### config.mk
export PLATFORM = sky130hd
export DESIGN_NAME = syndrome_sequencer
export DESIGN_NICKNAME = d
export VERILOG_FILES = /design/src/rtl/syndrome_sequencer.sv
export SDC_FILE = /design/constraint.sdc
export NUM_CORES = 1
export LEC_CHECK = 0
export ABC_AREA = 1
export BUFFER_PORTS_ARGS = -buffer_cell sky130_fd_sc_hd__buf_2
export CAP_MARGIN = 10
export CORE_ASPECT_RATIO = 2
export CORE_UTILIZATION = 30
export DETAILED_ROUTE_END_ITERATION = 12
export GPL_TIMING_DRIVEN = 0
export PLACE_DENSITY = 0.51
export RECOVER_POWER = 100
export SLEW_MARGIN = 20
export SYNTH_ARGS = -nofsm -noshare
export SYNTH_HDL_FRONTEND = slang
export SYNTH_SLANG_ARGS = --single-unit
### constraint.sdc
create_clock -name clock -period 2.2 [get_ports clock]
set_input_delay 0.33 -clock clock [delete_from_list [all_inputs] [get_ports clock]]
set_output_delay 0.33 -clock clock [all_outputs]
set_load 0.01 [all_outputs]
### src/rtl/syndrome_sequencer.sv
// ---------------------------------------------------------------------------
// syndrome_sequencer
// Computes the syndromes S_j = r(alpha^j), j = 1..NSYN, of one received
// Reed-Solomon codeword over GF(2^5) (primitive polynomial x^5 + x^2 + 1).
// Horner's rule is evaluated on one shared GF multiplier and one GF adder.
// The multiplier is time-multiplexed across the syndromes, so one S_j is
// updated per cycle and one symbol is taken every NSYN+1 cycles.
//
// Ports
//   clock      in   1        rising-edge clock
//   reset_n    in   1        synchronous reset, active low
//   sym_in     in   5        received symbol, r_{N-1} first
//   sym_valid  in   1        sym_in is valid
//   sym_ready  out  1        a symbol can be accepted this cycle
//   syn_out    out  5*NSYN   syndromes, S_1 at [4:0], S_j at [5j-1:5j-5]
//   syn_valid  out  1        syn_out holds a complete, stable result
//   syn_ready  in   1        downstream consumes the result
//   syn_zero   out  1        all syndromes are zero (valid with syn_valid)
//   busy       out  1        a codeword is in progress
// ---------------------------------------------------------------------------

// GF(2^5) multiplier, shift-and-add with modular reduction on every shift.
module lcpmult (
   input  logic [4:0] a,
   input  logic [4:0] b,
   output logic [4:0] p
);
   function automatic logic [4:0] xtime(input logic [4:0] v);
      // x^5 folds back to x^2 + 1
      return {v[3:0], 1'b0} ^ (v[4] ? 5'h05 : 5'h00);
   endfunction

   function automatic logic [4:0] gf_mul(input logic [4:0] x, input logic [4:0] y);
      logic [4:0] acc;
      logic [4:0] sh;
      acc = 5'h00;
      sh  = x;
      for (int i = 0; i < 5; i++) begin
         if (y[i]) acc = acc ^ sh;
         sh = xtime(sh);
      end
      return acc;
   endfunction

   always_comb p = gf_mul(a, b);
endmodule

// GF(2^5) adder: carry-less addition.
module gfadder (
   input  logic [4:0] a,
   input  logic [4:0] b,
   output logic [4:0] s
);
   assign s = a ^ b;
endmodule

module syndrome_sequencer #(
   parameter int N    = 31,
   parameter int NSYN = 4
) (
   input  logic              clock,
   input  logic              reset_n,
   input  logic [4:0]        sym_in,
   input  logic              sym_valid,
   output logic              sym_ready,
   output logic [5*NSYN-1:0] syn_out,
   output logic              syn_valid,
   input  logic              syn_ready,
   output logic              syn_zero,
   output logic              busy
);
   localparam int JW = (NSYN > 1) ? $clog2(NSYN) : 1;

   function automatic logic [4:0] xtime(input logic [4:0] v);
      return {v[3:0], 1'b0} ^ (v[4] ? 5'h05 : 5'h00);
   endfunction

   // alpha^1 .. alpha^NSYN, entry k holds alpha^(k+1)
   function automatic logic [5*NSYN-1:0] build_alpha_rom();
      logic [5*NSYN-1:0] rom;
      logic [4:0]        a;
      rom = '0;
      a   = 5'h01;
      for (int k = 0; k < NSYN; k++) begin
         a = xtime(a);
         rom[5*k +: 5] = a;
      end
      return rom;
   endfunction

   localparam logic [5*NSYN-1:0] ALPHA_ROM = build_alpha_rom();

   typedef enum logic [1:0] {WAIT, ITER, DONE} state_t;

   state_t            state, state_nx;
   logic [4:0]        sym_cnt;
   logic [JW-1:0]     j;
   logic              first;
   logic [4:0]        sym_reg;
   logic [5*NSYN-1:0] syn_reg;

   logic              last_j;
   logic [4:0]        old_s;
   logic [4:0]        alpha_sel;
   logic [4:0]        prod;
   logic [4:0]        upd;

   assign last_j    = (j == JW'(NSYN - 1));
   // On the first symbol of a codeword the stale syndrome is replaced by 0,
   // which makes the Horner update collapse to S = r_{N-1}.
   assign old_s     = first ? 5'h00 : syn_reg[5*j +: 5];
   assign alpha_sel = ALPHA_ROM[5*j +: 5];

   lcpmult u_mult (
      .a (old_s),
      .b (alpha_sel),
      .p (prod)
   );

   gfadder u_add (
      .a (prod),
      .b (sym_reg),
      .s (upd)
   );

   // State register
   always_ff @(posedge clock) begin
      if (!reset_n) state <= WAIT;
      else          state <= state_nx;
   end

   // Next-state logic
   always_comb begin
      state_nx = state;
      unique case (state)
         WAIT: if (sym_valid) state_nx = ITER;
         ITER: if (last_j) state_nx = (sym_cnt == 5'(N - 1)) ? DONE : WAIT;
         DONE: if (syn_ready) state_nx = WAIT;
         default: state_nx = WAIT;
      endcase
   end

   // Outputs decoded from registered state
   always_comb begin
      sym_ready = (state == WAIT);
      syn_valid = (state == DONE);
      busy      = (state != WAIT) || (sym_cnt != 5'd0);
      syn_zero  = (syn_reg == '0);
      syn_out   = syn_reg;
   end

   // Counters and syndrome accumulators
   always_ff @(posedge clock) begin
      if (!reset_n) begin
         sym_cnt <= 5'd0;
         j       <= '0;
         first   <= 1'b1;
         syn_reg <= '0;
      end else begin
         unique case (state)
            WAIT: begin
               if (sym_valid) j <= '0;
            end
            ITER: begin
               syn_reg[5*j +: 5] <= upd;
               j <= j + 1'b1;
               if (last_j) begin
                  first   <= 1'b0;
                  sym_cnt <= sym_cnt + 5'd1;
               end
            end
            DONE: begin
               if (syn_ready) begin
                  sym_cnt <= 5'd0;
                  first   <= 1'b1;
               end
            end
            default: ;
         endcase
      end
   end

   // Symbol holding register carries data only, so it is left out of reset.
   always_ff @(posedge clock) begin
      if (state == WAIT && sym_valid) sym_reg <= sym_in;
   end
endmodule

# After elaboration in Yosys (flattened, before gate mapping)
# Index checks and enable logic that the tools add are counted.
# totals
reg_bits	35
latch_bits	0
ramBits	0
mem_bits_ro	0
in_bits	9
output_inout_bits	24
word_cells	65
n_memories	0
# op_classes
add_sub_neg	3
multipliers	1
div	0
n_lt_le_gt_ge	0
n_eq_ne	7
n_shift	4
mux	24
bitwise_logic	9
reduce_logical	11
# op_table
cell	count
XOR 5 bit	9
2-to-1 mux 5 bit	8
negation 5 -> 34 bit	1
variable shift 5 x 34 -> 20 bit, first input constant	1
variable part select 5 x 34 -> 20 bit	1
bitwise mux 20 bit	1
logical NOT 20 bit	1
variable part select 20 x 6 -> 5 bit	1
variable part select 20 x 6 -> 5 bit, first input constant	1
2-to-1 mux 3 bit	4
2-to-1 mux 2 bit	5
one-hot mux 5 bit (2 select lines)	1
one-hot mux 2 bit (3 select lines)	1
AND reduction 3 bit	2
nonzero test 2 bit	3
adder 5 x 1 -> 5 bit, second input constant	1
equality test 5 bit, second input constant	1
multiplier 3 x 2 -> 5 bit, first input constant	1
nonzero test 5 bit	1
equality test 2 bit, second input constant	2
!= test 2 bit, second input constant	2
one-hot mux 2 bit (2 select lines)	1
adder 2 x 1 -> 2 bit, second input constant	1
equality test 2 x 1 -> 1 bit, second input constant	1
other kinds (7)	8

# Longest topological paths before layout
# Gate-level depths: netlist (run 1).
# depth
ltp_word	16
ltp_mapped	17
depth_no_buf	16

# Modules after synthesis
# Synthesis (run 1) repeated with hierarchy kept, for this count alone.
# unflattened
hier_cells	373
hier_area_um2	2383.5
# modules_own_cells
mod	n_inst	cells_each	area_each_um2	seq_area_each_um2
syndrome_sequencer	1	252	1809.2	750.7
lcpmult	1	96	480.5	0.0
gfadder	1	25	93.8	0.0

# Worst setup path after synthesis (run 1)
# Ideal clock, no wire load.
# synth_path
path_kind	reg-to-reg
startpoint	reg j[0]
endpoint	reg syn_reg[2], in the netlist syn_out[2]
setup_ps	70
arrival_ps	1817
t_required_ps	2130
path_slack_ps	313
path_stages_with_launch	9
path_buffers	2
period_less_slack_ps	1887
path_cell_list	dfxtp_1 > inv_2 > buf_6 > ha_1 > clkbuf_1 > inv_1 > nor4_1 > nand3_1 > a21oi_1
# synth_via
elab_chain_cells	16
elab_cells_between_ends	26
classes_between	add/sub (1); mul (1); shift (4); mux (11); bitwise (9)
# synth_rtl
element	line	text
start: declaration	97	logic [JW-1:0] j;
start signal: assignment	166	j <= j + 1'b1;
multiplier 3 x 2 -> 5 bit (*)	111, 112, 165	
variable part select 20 x 6 -> 5 bit	111	assign old_s = first ? 5'h00 : syn_reg[5*j +: 5];
2-to-1 mux 5 bit	111	
2-to-1 mux 3 bit	30	return {v[3:0], 1'b0} ^ (v[4] ? 5'h05 : 5'h00);
XOR 5 bit	30	
XOR 5 bit	39	if (y[i]) acc = acc ^ sh;
2-to-1 mux 5 bit	39	
XOR 5 bit	39	
2-to-1 mux 5 bit	39	
XOR 5 bit	39	
2-to-1 mux 5 bit	39	
XOR 5 bit	39	
2-to-1 mux 5 bit	39	
XOR 5 bit	54	assign s = a ^ b;
variable part select 5 x 34 -> 20 bit	165	syn_reg[5*j +: 5] <= upd;
bitwise mux 20 bit (*)	165	
end signal: indexed assignment	165	
end: declaration	100	logic [5*NSYN-1:0] syn_reg;
# Every way passes the cells marked *; elsewhere a longest branch is shown, timed or not.
# A chain may end at the register's enable or synchronous reset.

# Worst setup path after layout (run 1)
# layout_path
startpoint	reg j[0]
endpoint	reg syn_reg[17], in the netlist syn_out[17]
# The elaborated chain is that of the path after synthesis.

==> summary.md, run 1 <==
| Metric | Value |
|---|---|
| GPL Wtd Cong | ~0.90 |
| Worst Tran Pin Value | around 0.65 ns |
| Lkg Pwr | roughly 1.2 nW |
| Design Power | 1.68 mW |
| Xor/xnor share of the synthesized area | under 10% |
| Yosys top cell by area | dfxtp_1 |
| Mapped Cells | between 300 and 400 |
| Routed wire length per instance | 15.1 µm |
| Gr busiest metal | met2 |
| CTS HTree Levels | 2 |
| Clock transition at path regs | around 0.060 ns |
| Routed vias/inst | approximately 5.0 |
| # setup viols final | 0 |
| TritonCTS clock tree | built |
| Min Tclk post-route | between 2 and 2.5 ns |
| Site row count | 45 |
| Vias in the first global route | 2,354 |
| Peak VDD IR | between 500 and 600 µV |
| Ports | 33 |
| Hold/Removal Path Class | input port to flip-flop |
| Drt pass-1 iters | 4 |
| M3 GR Usage | 2.26% |
| Area Overhead vs Synth | 24.8% |
| Die Wd | 64.1 µm |
| Post-CTS Hold Fix Bufs | 0 |
| Die area | 8080 µm² |
| Library cells used by synthesis | 29 |
| WP data required | about 2.4 ns |
| Max-cap violations | 0 |
| 1st-iter DRT viols | 74 |
| Largest net degree at the start of global routing | 13 |
| Period utilization | 94.4% |
| Worst-Skew Late Latency | ~0.28 ns |
| Multiplexer share of the synthesized area | 0% |
| Area occupied by multi-input gates | ~1500 µm² |
| Nets@finish | 415 |
| Max-slew headroom | about 56% |
| DRC viols | 0 |
| Yosys warnings | 0 |
| #FFs+latches synth | 35 |
| Final Cell Area | just under 3000 µm² |
| DP Wirelength | ~5800 µm |
| Total grt overflow | 0 |
| Core area | ~7500 µm² |
| Met1 Use GR | a little under a fifth |
| Antenna Cells | 0 |
| Clock skew | 0.00566 ns |
| Register area | about 760 µm² |
| Startpoint Class | flip-flop |
| Crit. End Element | flip-flop |
| Cells along the critical path | inv_6 > buf_8 > nand2_1 > nand3_1 > nand2_2 > buf_4 > nand2_1 > nand2_1 > nand2_1 > inv_1 > nand3_1 > nand2_1 > nand2_2 > nand3_2 > nor2_2 > nand2_1 > a21oi_2 |
| GRT Util Overall | 19.3% |
| Most frequent CP cell | nand2_1 |
| Most frequent cells in the layout | 128 x nand2_1, 30 x nand3_1, 29 x inv_1 |
| Post-synthesis adder-cell area fraction | between 4 and 5% |
| Met2 Usage GRT | a little over a third |
| Starting Density | 30.6% |
| Die height | 126 µm |
| Total CTS buffers | 5 |
| Fmax | approximately 480 MHz |
| Crit path max fanout | 8 |
| Cell Area, Synth | roughly 2300 µm² |
| Filler cells | 843 |
| Antenna violations before repair | 0 |
| Synth area leaders | dfxtp_1 26%, nand2_1 22%, nand3_1 7.1% |
| Clock root buffer | clkbuf_16 |
| Post-route ant nets | 0 |
| Post-synth top area share | 26.0% |
| Routed WL | 7410 µm |
| Final Hold Fails | 0 |
| CP max stage delay | 0.39 ns |
| Syn Nets | between 300 and 400 |
| Synth Area in Simple Gates | approximately 45% |
| Total number of vias | between 2k and 2.5k |
| Critical path's slowest cell | dfxtp_4 |
| First-pass GRT wire length | roughly 12,000 µm |
| Commonest non-fill, non-tap cell in the layout | nand2_1 |
| Kind of critical path | flip-flop to flip-flop |
| Worst EP arrival | roughly 2.3 ns |
| Avg Cell Area, Syn | between 6 and 7 µm² |
| Seq/Total Area, Yosys | 32.5% |
| Pwr dens | 583 nW/µm² |
| Max Slew Vio Count | 0 |
| R2R Setup Slk | about 0.12 ns |
| Largest register FFs | 20 |
| Post-placement cell area | between 2000 and 3000 µm² |
| # port buffers | 32 |
| Largest family of logic cells by synthesized area | simple AND/OR/NAND/NOR gates |
| Deepest clock path buffer count | 2 |
| Outcome | finished, final reports clean |
| Synth Area in Compound Gates | 8.23% |
| Share of cells above drive strength 1 | a little under a fifth |
| Clk sink count | 35 |
## report_power, final
part	switching, mW	total (mW)	internal, mW
logic	0.159	0.245	0.0860
clock network	0.267	0.749	0.482
registers	0.0209	0.687	0.666
## worst paths after layout
kind                                     to  depth (start not counted)  startpoint
worst max-delay path            syn_out[17]                         17        j[0]
worst min-delay path             sym_reg[4]                          1   sym_in[4]
worst max register to register  syn_out[17]                         17        j[0]
worst min register to register   sym_cnt[0]                          1  sym_cnt[0]
## timing repair
action	in CTS	in global routing
buffers inserted	0	3
cloned	0	2
pin swaps	0	11
gates resized for setup	3	27
setup endpoints to repair	10	19
## critical path, delay by kind of cell, from the launching register on
family	cells	cell delay (ns)
simple gates	12	1.03
buf+inv	4	0.45
flops	1	0.39
compound gates	1	0.12
## Yosys cell counts
library cell / count
nor4_1: 6
a21oi_2: 2
nor2_2: 3
inv_1: 29
dfxtp_1: 30
buf_1: 3
clkbuf_1: 2
and3_1: 1
nand2_2: 12
nand3_1: 33
buf_6: 1
xor2_1: 5
inv_2: 3
nor2_1: 13
o21ai_0: 5
nand3b_1: 1
nor3_1: 3
buf_2: 2
buf_4: 1
nand4_1: 13
edfxtp_1: 5
ha_1: 9
xnor2_1: 1
nand2_1: 136
nand3_2: 5
o21ai_1: 1
a21oi_1: 27
nor2_4: 2
o211ai_1: 1
## kinds of logic (layout without fill, tap and decap cells)
family,after synthesis,in the layout
adders and majority gates,9,9
AOI/OAI and AO/OA,36,36
and+or+nand+nor,228,228
buffers and inverters,41,84
DFF,35,35
xor gates and xnor gates,6,6
## layer usage
layer  up-vias  wire (µm)
met5         -          0
met4         0        456
met3        30        214
met2        63       4090
met1      1130       2650
li1       1245          -
## cell type report
class,count,share of cell area [%]
inverter,32,4.34
sequential,35,26.2
timing repair buffer,37,7.11
tap,94,4.08
clock buffer,8,5.42
buffer,7,1.86
multi-input combinational,279,51.0
## metrics by stage
| step | hold slack, ns | setup TNS, ns | cells | utilization (%) | setup WS (ns) |
|---|---|---|---|---|---|
| 2_1_floorplan | 0.429 | 0 | 355 | - | 0.313 |
| 3_3_place_gp | 0.469 | -0.970 | 481 | 34.3 | -0.214 |
| 3_5_place_dp | 0.473 | -1.04 | 481 | 34.3 | -0.219 |
| 4_1_cts | 0.216 | 0 | 488 | 36.5 | 0.0615 |
| 5_1_grt | 0.223 | -0.00858 | 492 | 38.2 | -0.00858 |
| 6_report | 0.221 | 0 | 492 | 38.2 | 0.124 |
Power figures use the tool's default switching activity.
==> inputs of run 2 (changes only) <==
CTS_CLUSTER_SIZE = 40   (was unset)
GPL_TIMING_DRIVEN = unset   (was 0)
==> run 2 against run 1 <==
Net effect: total power down 1.6%; global-route usage up 0.088 points; sequential power down 0.7%; combinational power down 8.6%; highest routed layer unchanged; sequential cell count unchanged; first-iteration DRC count up 8.1%.
==> summary.md, run 2 (synthesized netlist as in run 1, its figures left out) <==
| Metric | Value |
|---|---|
| Critical path's slowest cell | dfxtp_2 (was dfxtp_4) |
| Hold/Removal Path Class | input port to flip-flop (unchanged) |
| TritonCTS clock tree | built (unchanged) |
| Final core utilization | 37.0% (was 38.2%) |
| WP data required | 2.41 ns (was 2.42 ns) |
| Filler cells | 859 (was 843) |
| Peak VDD IR | 561 µV (was 506 µV) |
| Min Tclk post-route | 2.04 ns (was 2.08 ns) |
| Final Hold Fails | 0 (unchanged) |
| Max-slew headroom | 68.9% (was 56.4%) |
| Antenna violations before repair | 0 (unchanged) |
| Drt pass-1 iters | 7 (was 4) |
| Share of cells above drive strength 1 | 14.9% (was 18.6%) |
| First-pass GRT wire length | 11,700 µm (about the same) |
| Crit. End Element | flip-flop (unchanged) |
| # port buffers | 32 (unchanged) |
| Commonest non-fill, non-tap cell in the layout | nand2_1 (unchanged) |
| Pwr dens | 593 nW/µm² (was 583 nW/µm²) |
| Post-route ant nets | 0 (unchanged) |
| Clk sink count | 35 (unchanged) |
| Area occupied by multi-input gates | 1420 µm² (was 1470 µm²) |
| Deepest clock path buffer count | 2 (unchanged) |
| Max-cap violations | 0 (unchanged) |
| Core area | 7540 µm² (unchanged) |
| Outcome | finished, final reports clean (unchanged) |
| GPL Wtd Cong | 0.834 (was 0.898) |
| Largest register FFs | 20 (unchanged) |
| Final Cell Area | 2790 µm² (was 2890 µm²) |
| Nets@finish | 413 (was 415) |
| Lkg Pwr | 1.17 nW (was 1.20 nW) |
| Fmax | 491 MHz (was 482 MHz) |
| Ports | 33 (unchanged) |
| Clock skew | 0.00489 ns (was 0.00566 ns) |
| Routed WL | 7340 µm (was 7410 µm) |
| Largest net degree at the start of global routing | 25 (was 13) |
| Max Slew Vio Count | 0 (unchanged) |
| Startpoint Class | flip-flop (unchanged) |
| Total CTS buffers | 5 (unchanged) |
| DP Wirelength | 5740 µm (was 5770 µm) |
| Final worst slack | 0.164 ns (was 0.124 ns) |
| Total grt overflow | 0 (unchanged) |
| Antenna Cells | 0 (unchanged) |
| GRT Util Overall | 19.3% (about the same) |
| CTS HTree Levels | 2 (unchanged) |
| Setup TNS | 0 ns (unchanged) |
| Die area | 8080 µm² (unchanged) |
| Design Power | 1.65 mW (was 1.68 mW) |
| Clock transition at path regs | 0.05 ns (was 0.06 ns) |
| Die Wd | 64.1 µm (unchanged) |
| Most frequent cells in the layout | 134 x nand2_1, 33 x nand3_1, 29 x inv_1, 29 x dfxtp_1, 27 x a21oi_1 (was 128 x nand2_1, 30 x nand3_1, 29 x inv_1) |
| Area Overhead vs Synth | 20.6% (was 24.8%) |
| Worst EP arrival | 2.25 ns (was 2.29 ns) |
| Worst-Skew Late Latency | 0.28 ns (about the same) |
| 1st-iter DRT viols | 80 (was 74) |
| Post-CTS Hold Fix Bufs | 0 (unchanged) |
| Post-placement cell area | 2630 µm² (was 2590 µm²) |
| Register area | 752 µm² (was 756 µm²) |
| Kind of critical path | flip-flop to flip-flop (unchanged) |
| DRC viols | 0 (unchanged) |
| Starting Density | 30.6% (unchanged) |
| Crit path max fanout | 24 (was 8) |
| Setup slack at placement | -0.0782 ns (was -0.219 ns) |
| Worst Tran Pin Value | 0.462 ns (was 0.648 ns) |
| Clock root buffer | clkbuf_16 (unchanged) |
| Cells along the critical path | buf_12 > nand2_1 > nand3_1 > nand2_1 > nand2_1 > nand3_2 > nor2_2 > xor2_2 > nand3_1 > nand2_2 > nand4_1 > a21oi_1 (was inv_6 > buf_8 > nand2_1 > nand3_1 > nand2_2 > buf_4 > nand2_1 > nand2_1 > nand2_1 > inv_1 > nand3_1 > nand2_1 > nand2_2 > nand3_2 > nor2_2 > nand2_1 > a21oi_2) |
| CP max stage delay | 0.37 ns (was 0.39 ns) |
| Vias in the first global route | 2,431 (was 2,354) |
| Die height | 126 µm (unchanged) |
| Period utilization | 92.5% (was 94.4%) |
| Routed wire length per instance | 15.0 µm (was 15.1 µm) |
| Routed vias/inst | 5.03 (was 5.02) |
| Total number of vias | 2,464 (was 2,468) |
| # setup viols final | 0 (unchanged) |
| Most frequent CP cell | nand2_1 (unchanged) |
| Site row count | 45 (unchanged) |
## run 2: cell count changes in the layout (fill, tap and decap cells not counted), sizes merged
| cell | change |
|---|---|
| clkbuf | -1 |
| buf | -1 |
## run 2: worst paths after layout
check	startpoint	end	slack [ns]	depth (start not counted)
hold reg to reg	sym_cnt[0]	sym_cnt[0]	0.47	1
hold / removal	sym_in[3]	sym_reg[3]	0.22	1
setup / recovery	j[0]	syn_out[15]	0.16	12
setup reg to reg	j[0]	syn_out[15]	0.16	12
## run 2: area by class of cell
type / instances / area share [%]
clock buffer: 8 / 5.61
inverter: 32 / 4.40
multi-input combinational: 279 / 51.0
sequential: 35 / 27.0
tap: 94 / 4.22
timing repair buffer: 42 / 7.85
## run 2: worst max-delay path, delay by kind of cell, from the launching register on
family | cells | cell delay, ns
xor+xnor | 1 | 0.18
flops | 1 | 0.37
simple gates | 9 | 1.07
buf+inv | 1 | 0.17
compound gates | 1 | 0.15
## run 2: layer usage
layer | GRT usage (%) | share of wire [%]
met5 | 0 | 0
met4 | 12.6 | 4.4
met3 | 2.72 | 3.4
met2 | 35.7 | 56
met1 | 19.5 | 37
## run 2: through the flow
stage,std cells,hold slack [ns]
floorplan,355,0.429
global placement,482,0.468
detailed placement,482,0.476
CTS,490,0.219
global route,490,0.218
finish,490,0.223
## run 2: where the power goes
group | internal (mW) | switching (mW) | total [mW]
sequential | 0.666 | 0.0158 | 0.682
clock | 0.482 | 0.267 | 0.749
combinational | 0.0688 | 0.155 | 0.224
## run 2: timing repair
action	4_1_cts	5_1_grt
gates resized for setup	2	7
cloned	0	0
setup buffers	0	0
pin swaps	0	2
endpoints found under the setup margin	4	20
